[src/rtl/state_dump_tx.sv]
// On EBREAK in the memory stage: freeze the core, then stream PC and x0..x31 as 33 valid/ready beats.
// The first beat is valid 1 cycle after detection. Each beat holds stable under backpressure, and done is sticky until rst.
module state_dump_tx #(
    parameter int              XLEN       = 32,
    parameter int              NREGS      = 32,
    parameter logic [XLEN-1:0] HALT_INSTR = 32'h00100073
) (
    input  logic            clk,
    input  logic            rst,
    input  logic [XLEN-1:0] instr_m,
    input  logic [XLEN-1:0] pc_f,
    output logic [4:0]      rf_raddr,
    input  logic [XLEN-1:0] rf_rdata,
    output logic            halt,
    output logic            dump_valid,
    input  logic            dump_ready,
    output logic [XLEN-1:0] dump_data,
    output logic [5:0]      dump_idx,
    output logic            dump_last,
    output logic            done
);

    typedef enum logic [1:0] {
        IDLE = 2'd0,
        SEND = 2'd1,
        DONE = 2'd2
    } state_t;

    localparam logic [5:0] LAST_IDX = 6'(NREGS);

    state_t state;

    // Beat k carries x(k-1), so the read port looks up the register for the next beat.
    // On beat 32 this wraps to 0, and that read is never used.
    assign rf_raddr = (state == SEND) ? dump_idx[4:0] : 5'd0;

    always_ff @(posedge clk) begin
        if (rst) begin
            state      <= IDLE;
            halt       <= 1'b0;
            dump_valid <= 1'b0;
            dump_data  <= '0;
            dump_idx   <= '0;
            dump_last  <= 1'b0;
            done       <= 1'b0;
        end else begin
            case (state)
                IDLE: begin
                    if (instr_m == HALT_INSTR) begin
                        state      <= SEND;
                        halt       <= 1'b1;
                        dump_valid <= 1'b1;
                        dump_data  <= pc_f;
                        dump_idx   <= '0;
                        dump_last  <= 1'b0;
                    end
                end
                SEND: begin
                    if (dump_valid && dump_ready) begin
                        if (dump_idx == LAST_IDX) begin
                            state      <= DONE;
                            dump_valid <= 1'b0;
                            dump_last  <= 1'b0;
                            done       <= 1'b1;
                        end else begin
                            dump_data <= rf_rdata;
                            dump_idx  <= dump_idx + 6'd1;
                            dump_last <= (dump_idx + 6'd1 == LAST_IDX);
                        end
                    end
                end
                DONE: begin
                    halt <= 1'b1;
                    done <= 1'b1;
                end
                default: state <= IDLE;
            endcase
        end
    end

endmodule

[config.mk]
export PLATFORM = sky130hd
export DESIGN_NAME = state_dump_tx
export DESIGN_NICKNAME = d
export VERILOG_FILES = /design/src/rtl/state_dump_tx.sv
export SDC_FILE = /design/constraint.sdc
export NUM_CORES = 1
export LEC_CHECK = 0
export ABC_AREA = 1
export BUFFER_PORTS_ARGS = -buffer_cell sky130_fd_sc_hd__buf_2
export CAP_MARGIN = 0
export CORE_MARGIN = 4
export CORE_UTILIZATION = 47
export CTS_CLUSTER_DIAMETER = 80
export DETAILED_ROUTE_END_ITERATION = 10
export GPL_TIMING_DRIVEN = 0
export PLACE_DENSITY_LB_ADDON = 0.25
export SYNTH_ARGS = -nofsm -noshare
export SYNTH_HDL_FRONTEND = slang
export SYNTH_SLANG_ARGS = --single-unit
[constraint.sdc]
create_clock -name clk -period 3.97 [get_ports clk]
set_clock_uncertainty 0.05 [all_clocks]
set_input_delay 0 -clock clk [delete_from_list [all_inputs] [get_ports clk]]
set_output_delay 0 -clock clk [all_outputs]
set_load 0.02 [all_outputs]
==> out/metrics.yaml, run 1 <==
status: "complete, no violations"
cts_root_buffer: "clkbuf_8"
ant_nets: 0
grt_max_degree: 16
clk_pin_slew_ns: 0.09
setup-tns-final_ns: 0
cpMostUsedCell: "nand2_1"
globalRouteOverflowTotal: 0
synth-seq-cells: 44
synth_fa_ha_area_share_pct: 1.46
synth.yosys.seq_area_share_pct: 34.2
firstDrtPassIters: 4
cts_tree: "done"
synth_top_cell_area_share_pct: 34.2
finalWorstSetupSlack_ns: 1.92
grt_pass1_wl_mm: 10.6
required_ns: 4.12
synth.largest_area_cell: "dfxtp_1"
layout_commonest_cell: "nand2_1"
track_usage_pct: 20.1
hold_ws_ns: 0.0352
worstHoldPathType: "primary input to flip-flop"
slew-limit-headroom_pct: 66.9
final_cell_mix: "nand2_1, buf_2, nor2_1"
synth.net_count: 560
die_area_um2: 6720
tightest_slew_ns: 0.497
cts_buffer_depth: 2
cts_setup_buffers: 0
post_cts_resized: 0
rows: 26
worst_skew_pair.late_latency_ns: 0.29
synth_top_family_by_area: "simple AND/OR/NAND/NOR gates"
fill_cells: 498
ys_top_cells_by_area: "dfxtp_1, nand2_1, nor2_1, inv_1, a21oi_1"
synth-xor-area-share_pct: 1.02
crit_path_end_kind: "flip-flop"
place_ws_ns: 1.92
irDropWorstVdd_mv: 0.158
crit_chain: "inv_1, ha_1, nand2_1, inv_1, nand3_1, nand2_1, nor2_2, o21bai_2, buf_2, nand2_1, nand2_1, nor2_1"
slowest_stage: "dfxtp_1"
critPathMaxStageDelay_ns: 0.47
drv_cap: 0
area_delta_synth_final_pct: 35.9
antenna_found_initial: 0
via_per_inst: 4.37
drive_above_1_share_pct: 27.5
critPathKind: "flip-flop to flip-flop"
path_max_fanout: 10
wire_per_inst_um: 9.93
leakagePower_nw: 2.07
synthSimpleGateAreaFrac_pct: 46.9
syn_avg_cell_area_um2: 5.62
drv_slew: 0
finalPower_mw: 0.960
cp.arrival_ns: 2.20
dpl.cell_count: 672
synthCells: 458
vias: 2970
finalSetupViolations: 0
synth_compound_area_share_pct: 2.77
finalCritPeriodShare_pct: 51.7
hpwl_mm: 5.47
core_area_um2: 5200
fin_util_pct: 67.2
fin_area_um2: 3500
antenna_cells: 0
wirelength_mm: 6.75
start_kind: "flip-flop"
grt_pass1_vias: 2574
power.density_nw_per_um2: 275
start_util_pct: 49.4
cts_hold_buffers: 0
io_pins: 146
cts_sinks: 44
die_y_um: 82.0
htree_levels: 2
final_cells: 680
numCtsBuffers: 5
routabilityCongestion: 0.824
yosysUniqueCellTypes: 22
hold_viol: 0
io_buffers: 144
fmax_mhz: 488
period_needed_ns: 2.05
rsz0062_at_grt: "no"
yosys_warnings: 0
die_w_um: 82.0
drc: 0
final_nets: 711
synth_mux_area_share_pct: 0
drtIter0Drc: 130
postPlaceCellArea_um2: 3380
synth.cell_area_um2: 2570
## power breakdown
part / switching (mW) / leakage (nW) / internal (mW)
registers: 0.00322 / 0.354 / 0.445
logic: 0.0919 / 1.66 / 0.0719
clock network: 0.158 / 0.0548 / 0.190
## worst max-delay path: cells and delay by family (launching register included)
kind | cells | cell delay, ns
AND/OR/NAND/NOR | 7 | 0.60
AO/OA/AOI/OAI | 1 | 0.22
adder cells (fa/ha/maj) | 1 | 0.20
flip-flops | 1 | 0.47
buffers and inverters | 3 | 0.41
## registers in the layout (all words and copies together) (netlist names)
signal / flops
dump_data: 32
dump_idx: 6
state: 2
done: 1
dump_last: 1
dump_valid: 1
halt: 1
## synth_stat cells
cell      instances
a21oi_1          10
buf_2             6
buf_6             4
clkbuf_1          9
clkinv_1          1
dfxtp_1          44
ha_1              3
inv_1            62
inv_2             1
nand2_1         197
nand3_1          10
nand3b_1          1
nand4_1           1
nor2_1           98
nor2_2            1
nor2_4            1
o21ai_0           2
o21bai_2          1
or2_1             1
or2_2             2
xnor2_1           2
xor2_1            1
## kinds of logic after synthesis
group | after synthesis
AO/OA/AOI/OAI | 13
flip-flops | 44
AND/OR/NAND/NOR | 312
XOR/XNOR | 3
buffers and inverters | 83
adder cells (fa/ha/maj) | 3
## layer usage
| layer | GRT usage (%) | wire, um | up-vias |
|---|---|---|---|
| met5 | 0 | 0 | - |
| met4 | 5.48 | 47 | 0 |
| met3 | 4.50 | 590 | 4 |
| met2 | 37.6 | 3320 | 100 |
| met1 | 22.7 | 2790 | 1239 |
| li1 | - | - | 1627 |
## area by class of cell
type                            instances  area [um2]  share of cell area [%]
Clock inverter                          3        46.3                    1.32
Clock buffer                            5        68.8                    1.97
Multi-Input combinational cell        331        1340                    38.4
Inverter                               64         240                    6.87
Buffer                                 19         109                    3.11
Timing Repair Buffer                  144         721                    20.6
Tap cell                               70        87.6                    2.51
Sequential cell                        44         881                    25.2
## final timing paths
kind                                   from            end  slack, ns  cells after the start
worst min-delay path               pc_f[12]  dump_data[12]       0.04                      7
worst min register to register   dump_valid     dump_valid       0.43                      2
worst max-delay path            dump_idx[0]   dump_data[0]       1.92                     12
worst max register to register  dump_idx[0]   dump_data[0]       1.92                     12
Power figures use the tool's default switching activity.
==> inputs of run 2 (changes only) <==
--- a/config.mk
+++ b/config.mk
@@ -9,7 +9,7 @@
 export BUFFER_PORTS_ARGS = -buffer_cell sky130_fd_sc_hd__buf_2
 export CAP_MARGIN = 0
 export CORE_MARGIN = 4
-export CORE_UTILIZATION = 47
+export CORE_UTILIZATION = 40
 export CTS_CLUSTER_DIAMETER = 80
 export DETAILED_ROUTE_END_ITERATION = 10
 export GPL_TIMING_DRIVEN = 0
==> constraint.sdc (replaced) <==
create_clock -name clk -period 1.7 [get_ports clk]
set_clock_uncertainty 0.05 [all_clocks]
set_input_delay 0 -clock clk [delete_from_list [all_inputs] [get_ports clk]]
set_output_delay 0 -clock clk [all_outputs]
set_load 0.02 [all_outputs]
==> out/metrics.yaml, run 2 (synthesized netlist as in run 1, its figures left out) <==
status: "complete, no violations"
ant_nets: 0  # unchanged
clk_pin_slew_ns: 0.09  # about the same
required_ns: 1.88  # -2.24 ns
htree_levels: 2  # unchanged
worstHoldPathType: "primary input to flip-flop"
antenna_cells: 0  # unchanged
cts_hold_buffers: 0  # unchanged
grt_pass1_vias: 2755  # +7.0%
start_kind: "flip-flop"
grt_max_degree: 15  # -1
fmax_mhz: 611  # +25%
die_y_um: 88.2  # +7.6%
drtIter0Drc: 73  # -44%
area_delta_synth_final_pct: 49.6
cp.arrival_ns: 1.82  # -0.38 ns
leakagePower_nw: 2.22  # +7.5%
track_usage_pct: 18.8  # -1.3 points
wirelength_mm: 7.60  # +13%
drv_cap: 0  # unchanged
period_needed_ns: 1.64  # -0.415 ns
finalCritPeriodShare_pct: 96.2  # +45 points
tightest_slew_ns: 0.505  # +0.00805 ns
cts_root_buffer: "clkbuf_8"
drive_above_1_share_pct: 35.9  # +8.3 points
finalWorstSetupSlack_ns: 0.0639  # -1.86 ns
hold_viol: 0  # unchanged
power.density_nw_per_um2: 550  # +100%
hpwl_mm: 5.72  # +4.4%
core_area_um2: 6100  # +17%
antenna_found_initial: 0  # unchanged
multi_input_area_um2: 1460  # +9.0%
finalPower_mw: 2.12  # +120%
irDropWorstVdd_mv: 0.351  # +120%
largest_reg_flops: 32  # unchanged
place_ws_ns: -0.192  # -2.11 ns
worst_skew_pair.late_latency_ns: 0.29  # about the same
die_w_um: 88.2  # +7.6%
cts_buffer_depth: 2  # unchanged
globalRouteOverflowTotal: 0  # unchanged
start_util_pct: 42.2  # -7.2 points
grt_pass1_wl_mm: 11.8  # +10%
critPathKind: "flip-flop to flip-flop"
crit_path_end_kind: "flip-flop"
io_pins: 146  # unchanged
rows: 28  # +7.7%
rsz0062_at_grt: "yes"
routabilityCongestion: 0.787  # -4.5%
numCtsBuffers: 5  # unchanged
finalSetupViolations: 0  # unchanged
regArea_um2: 893  # +1.4%
wire_per_inst_um: 10.8  # +9.1%
cts_sinks: 44  # unchanged
setup-tns-final_ns: 0  # unchanged
drv_slew: 0  # unchanged
die_area_um2: 7780  # +16%
via_per_inst: 4.35  # -0.46%
regMostFlops: "dump_data"
layout_commonest_cell: "nand2_1"
reg_top3: "dump_data (32), dump_idx (6), state (2)"
path_max_fanout: 5  # -5
fin_util_pct: 63.1  # -4.0 points
drc: 0  # unchanged
io_buffers: 144  # unchanged
fill_cells: 629  # +26%
cts_tree: "done"
slew-limit-headroom_pct: 66.3  # -0.54 points
final_cell_mix: "nand2_1, buf_2, nor2_1"
firstDrtPassIters: 4  # unchanged
vias: 3052  # +2.8%
final_nets: 728  # +2.4%
run 2: power by group:
part	leakage, nW	total [mW]	switching, mW	internal (mW)
Clock	0.0455	0.649	0.360	0.289
Combinational	1.82	0.422	0.236	0.186
Sequential	0.357	1.05	0.00842	1.04
run 2: final timing paths:
path / from / end / slack [ns] / depth (start not counted)
max: dump_idx[0] / dump_data[29] / 0.06 / 13
min reg2reg: dump_data[9] / dump_data[9] / 0.42 / 2
min: pc_f[16] / dump_data[16] / 0.04 / 7
max reg2reg: dump_idx[0] / dump_data[29] / 0.06 / 13
run 2: layer usage:
| layer | GRT usage (%) | wire (um) | vias up |
|---|---|---|---|
| li1 | - | - | 1662 |
| met1 | 22.2 | 3240 | 1285 |
| met2 | 34.1 | 3640 | 101 |
| met3 | 4.61 | 659 | 4 |
| met4 | 4.53 | 63 | 0 |
| met5 | 0 | 0 | - |
run 2: final cells by class:
type | instances | area share, %
multi-input combinational | 331 | 38.0
timing repair buffer | 164 | 24.4
sequential | 44 | 23.2
inverter | 64 | 6.37
buffer | 16 | 3.32
tap | 75 | 2.44
clock buffer | 6 | 1.89
clock inverter | 2 | 0.293
run 2: repair_timing:
| item | CTS | global route |
|---|---|---|
| resized for setup | 16 | 43 |
| gates cloned | 2 | 2 |
| setup endpoints to repair | 36 | 41 |
| setup buffers | 11 | 5 |
| pin swaps | 4 | 14 |
run 2: worst max-delay path, stage by stage (launching register included):
cell       delay [ns]
dfxtp_4          0.36
inv_4            0.06
ha_4             0.12
nand2_2          0.05
inv_2            0.06
nand3_2          0.06
nand2_2          0.09
nor2_4           0.04
o21bai_4         0.19
buf_6            0.15
clkbuf_16        0.16
nand2_2          0.05
nand2_1          0.04
nor2_1           0.11
run 2: metrics by stage:
stage                     instance area, um2  instances  hold WS (ns)
final                                   3850        702        0.0398
after global routing                    3850        702        0.0580
after CTS                               3660        698        0.0281
after detailed placement                3410        677         0.348
after global placement                  3410        677         0.335
after floorplan                         2590        458         0.231
==> inputs of run 3 (changes only) <==
--- a/config.mk
+++ b/config.mk
@@ -13,7 +13,7 @@
 export CTS_CLUSTER_DIAMETER = 80
 export DETAILED_ROUTE_END_ITERATION = 10
 export GPL_TIMING_DRIVEN = 0
-export PLACE_DENSITY_LB_ADDON = 0.25
+export PLACE_DENSITY = 0.77
 export SYNTH_ARGS = -nofsm -noshare
 export SYNTH_HDL_FRONTEND = slang
 export SYNTH_SLANG_ARGS = --single-unit
==> out/metrics.yaml, run 3 (synthesized netlist as in run 1, its figures left out) <==
status: "finished with violations"
violations: "negative setup slack"
drc: 0  # unchanged
routabilityCongestion: 0.822  # +4.5%
finalWorstSetupSlack_ns: -0.0160  # -0.0799 ns
numCtsBuffers: 5  # unchanged
rsz0062_at_grt: "yes"
critPathMaxStageDelay_ns: 0.36  # about the same
area_delta_synth_final_pct: 48.2
clk_pin_slew_ns: 0.08  # about the same
fmax_mhz: 583  # -4.7%
cp.arrival_ns: 1.86  # +0.04 ns
slew-limit-headroom_pct: 69.3  # +3.0 points
htree_levels: 2  # unchanged
drv_cap: 0  # unchanged
die_area_um2: 7780  # unchanged
layout_commonest_cell: "nand2_1"
place_ws_ns: -0.201  # -0.00982 ns
grt_pass1_wl_mm: 11.5  # -2.2%
track_usage_pct: 18.4  # -0.46 points
antenna_found_initial: 0  # unchanged
power.density_nw_per_um2: 605  # +10%
seq_power_share_pct: 45.3  # -4.1 points
reg_top3: "dump_data (32), dump_idx (6), state (2)"
io_buffers: 144  # unchanged
dpl.cell_count: 677  # unchanged
hold_viol: 0  # unchanged
wirelength_mm: 7.60  # about the same
grt_max_degree: 15  # unchanged
critPathKind: "flip-flop to flip-flop"
power.switching_mw: 0.606  # +0.39%
multi_input_area_um2: 1430  # -2.2%
path_max_fanout: 8  # +3
cts_hold_buffers: 0  # unchanged
die_y_um: 88.2  # unchanged
p_int_mw: 1.70  # +12%
cts_sinks: 44  # unchanged
core_area_um2: 6100  # unchanged
start_util_pct: 42.2  # unchanged
die_w_um: 88.2  # unchanged
p_comb_share_pct: 17.6  # -2.3 points
setup-tns-final_ns: -0.0784  # -0.0784 ns
leakagePower_nw: 2.20  # -0.89%
crit_chain: "inv_2, ha_4, nand2_1, inv_1, nand3_2, nand2_2, nor2_4, o21bai_4, buf_12, clkbuf_16, nor2_1, nor2_1"
clkPwrFrac_pct: 37.0  # +6.3 points
cts_root_buffer: "clkbuf_8"
fill_cells: 607  # -3.5%
crit_family: "buffers and inverters"
antenna_cells: 0  # unchanged
regMostFlops: "dump_data"
hpwl_mm: 5.65  # -1.1%
grt_pass1_vias: 2777  # +0.80%
irDropWorstVdd_mv: 0.343  # -2.4%
final_cells: 701  # -0.14%
crit_path_end_kind: "flip-flop"
period_needed_ns: 1.72  # +0.0799 ns
slowest_stage: "dfxtp_4"
largest_reg_flops: 32  # unchanged
crit_buf_inv: 4  # unchanged
vias: 3048  # -0.13%
globalRouteOverflowTotal: 0  # unchanged
tightest_slew_ns: 0.461  # -0.0444 ns
drv_slew: 0  # unchanged
firstDrtPassIters: 4  # unchanged
via_per_inst: 4.35  # about the same
cts_tree: "done"
start_kind: "flip-flop"
final_nets: 727  # -0.14%
wire_per_inst_um: 10.8  # about the same
finalCritPeriodShare_pct: 101  # +4.7 points
required_ns: 1.85  # -0.03 ns
finalPower_mw: 2.31  # +9.0%
worst_skew_pair.late_latency_ns: 0.29  # about the same
swShare_pct: 26.3  # -2.2 points
drtIter0Drc: 107  # +47%
worstHoldPathType: "primary input to flip-flop"
final_cell_mix: "nand2_1, buf_2, nor2_1"
cpMostUsedCell: "nor2_1"
drive_above_1_share_pct: 32.9  # -3.0 points
ant_nets: 0  # unchanged
io_pins: 146  # unchanged
finalSetupViolations: 10  # +10
rows: 28  # unchanged
cts_buffer_depth: 2  # unchanged
regArea_um2: 892  # -0.14%
==> run 3: changes by cell type in the layout (fill, tap and decap cells not counted), sizes merged <==
cell    before  now
inv         64   63
nor2       100  101
bufinv       0    1
clkbuf      16   19
buf        170  165
==> run 3: metrics by stage <==
stage / hold slack, ns / utilization [%] / instance area (um2)
6_report: 0.0340 / 62.5 / 3810
5_1_grt: 0.0704 / 62.5 / 3810
4_1_cts: 0.0331 / 59.0 / 3600
3_5_place_dp: 0.348 / 55.9 / 3410
3_3_place_gp: 0.339 / 55.9 / 3410
2_1_floorplan: 0.231 / - / 2590
==> run 3: final cells by class <==
cell class / count / area share [%]
Buffer: 19 / 3.84
Clock buffer: 6 / 2.17
Clock inverter: 2 / 1.02
Inverter: 64 / 6.37
Multi-Input combinational cell: 332 / 37.6
Sequential cell: 44 / 23.4
Tap cell: 75 / 2.46
Timing Repair Buffer: 159 / 23.2
==> run 3: power by group through the flow <==
stage               sequential, mW  combinational [mW]  clock (mW)
global route                  1.05               0.473       0.908
global placement              1.07               0.382           0
CTS                           1.04               0.394       0.870
floorplan                     1.08               0.218           0
finish                        1.05               0.407       0.853
detailed placement            1.07               0.388           0
==> run 3: worst register-to-register path, cell delays in order, from the launching register on <==
cell	delay, ns
dfxtp_4	0.36
inv_2	0.09
ha_4	0.13
nand2_1	0.05
inv_1	0.07
nand3_2	0.06
nand2_2	0.09
nor2_4	0.06
o21bai_4	0.21
buf_12	0.17
clkbuf_16	0.15
nor2_1	0.09
nor2_1	0.05
==> run 3: timing repair <==
| item | 4_1_cts | 5_1_grt |
|---|---|---|
| pin swaps | 4 | 15 |
| setup buffers | 5 | 6 |
| gates resized for setup | 8 | 31 |
| cloned | 1 | 4 |
| endpoints found under the setup margin | 35 | 42 |
==> run 3: path summary, 6_finish.rpt <==
path,from,endpoint,slack [ns],depth (start not counted)
worst max-delay path,dump_idx[1],dump_data[14],-0.02,12
worst min-delay path,pc_f[13],dump_data[13],0.03,7
worst max register to register,dump_idx[1],dump_data[14],-0.02,12
worst min register to register,done,done,0.42,2
==> run 3: per-layer routing <==
metal | wire [um] | vias to the layer above | global-route usage, %
met5 | 0 | - | 0
met4 | 128 | 0 | 6.32
met3 | 696 | 13 | 4.05
met2 | 3440 | 119 | 32.4
met1 | 3340 | 1255 | 21.8
li1 | - | 1661 | -
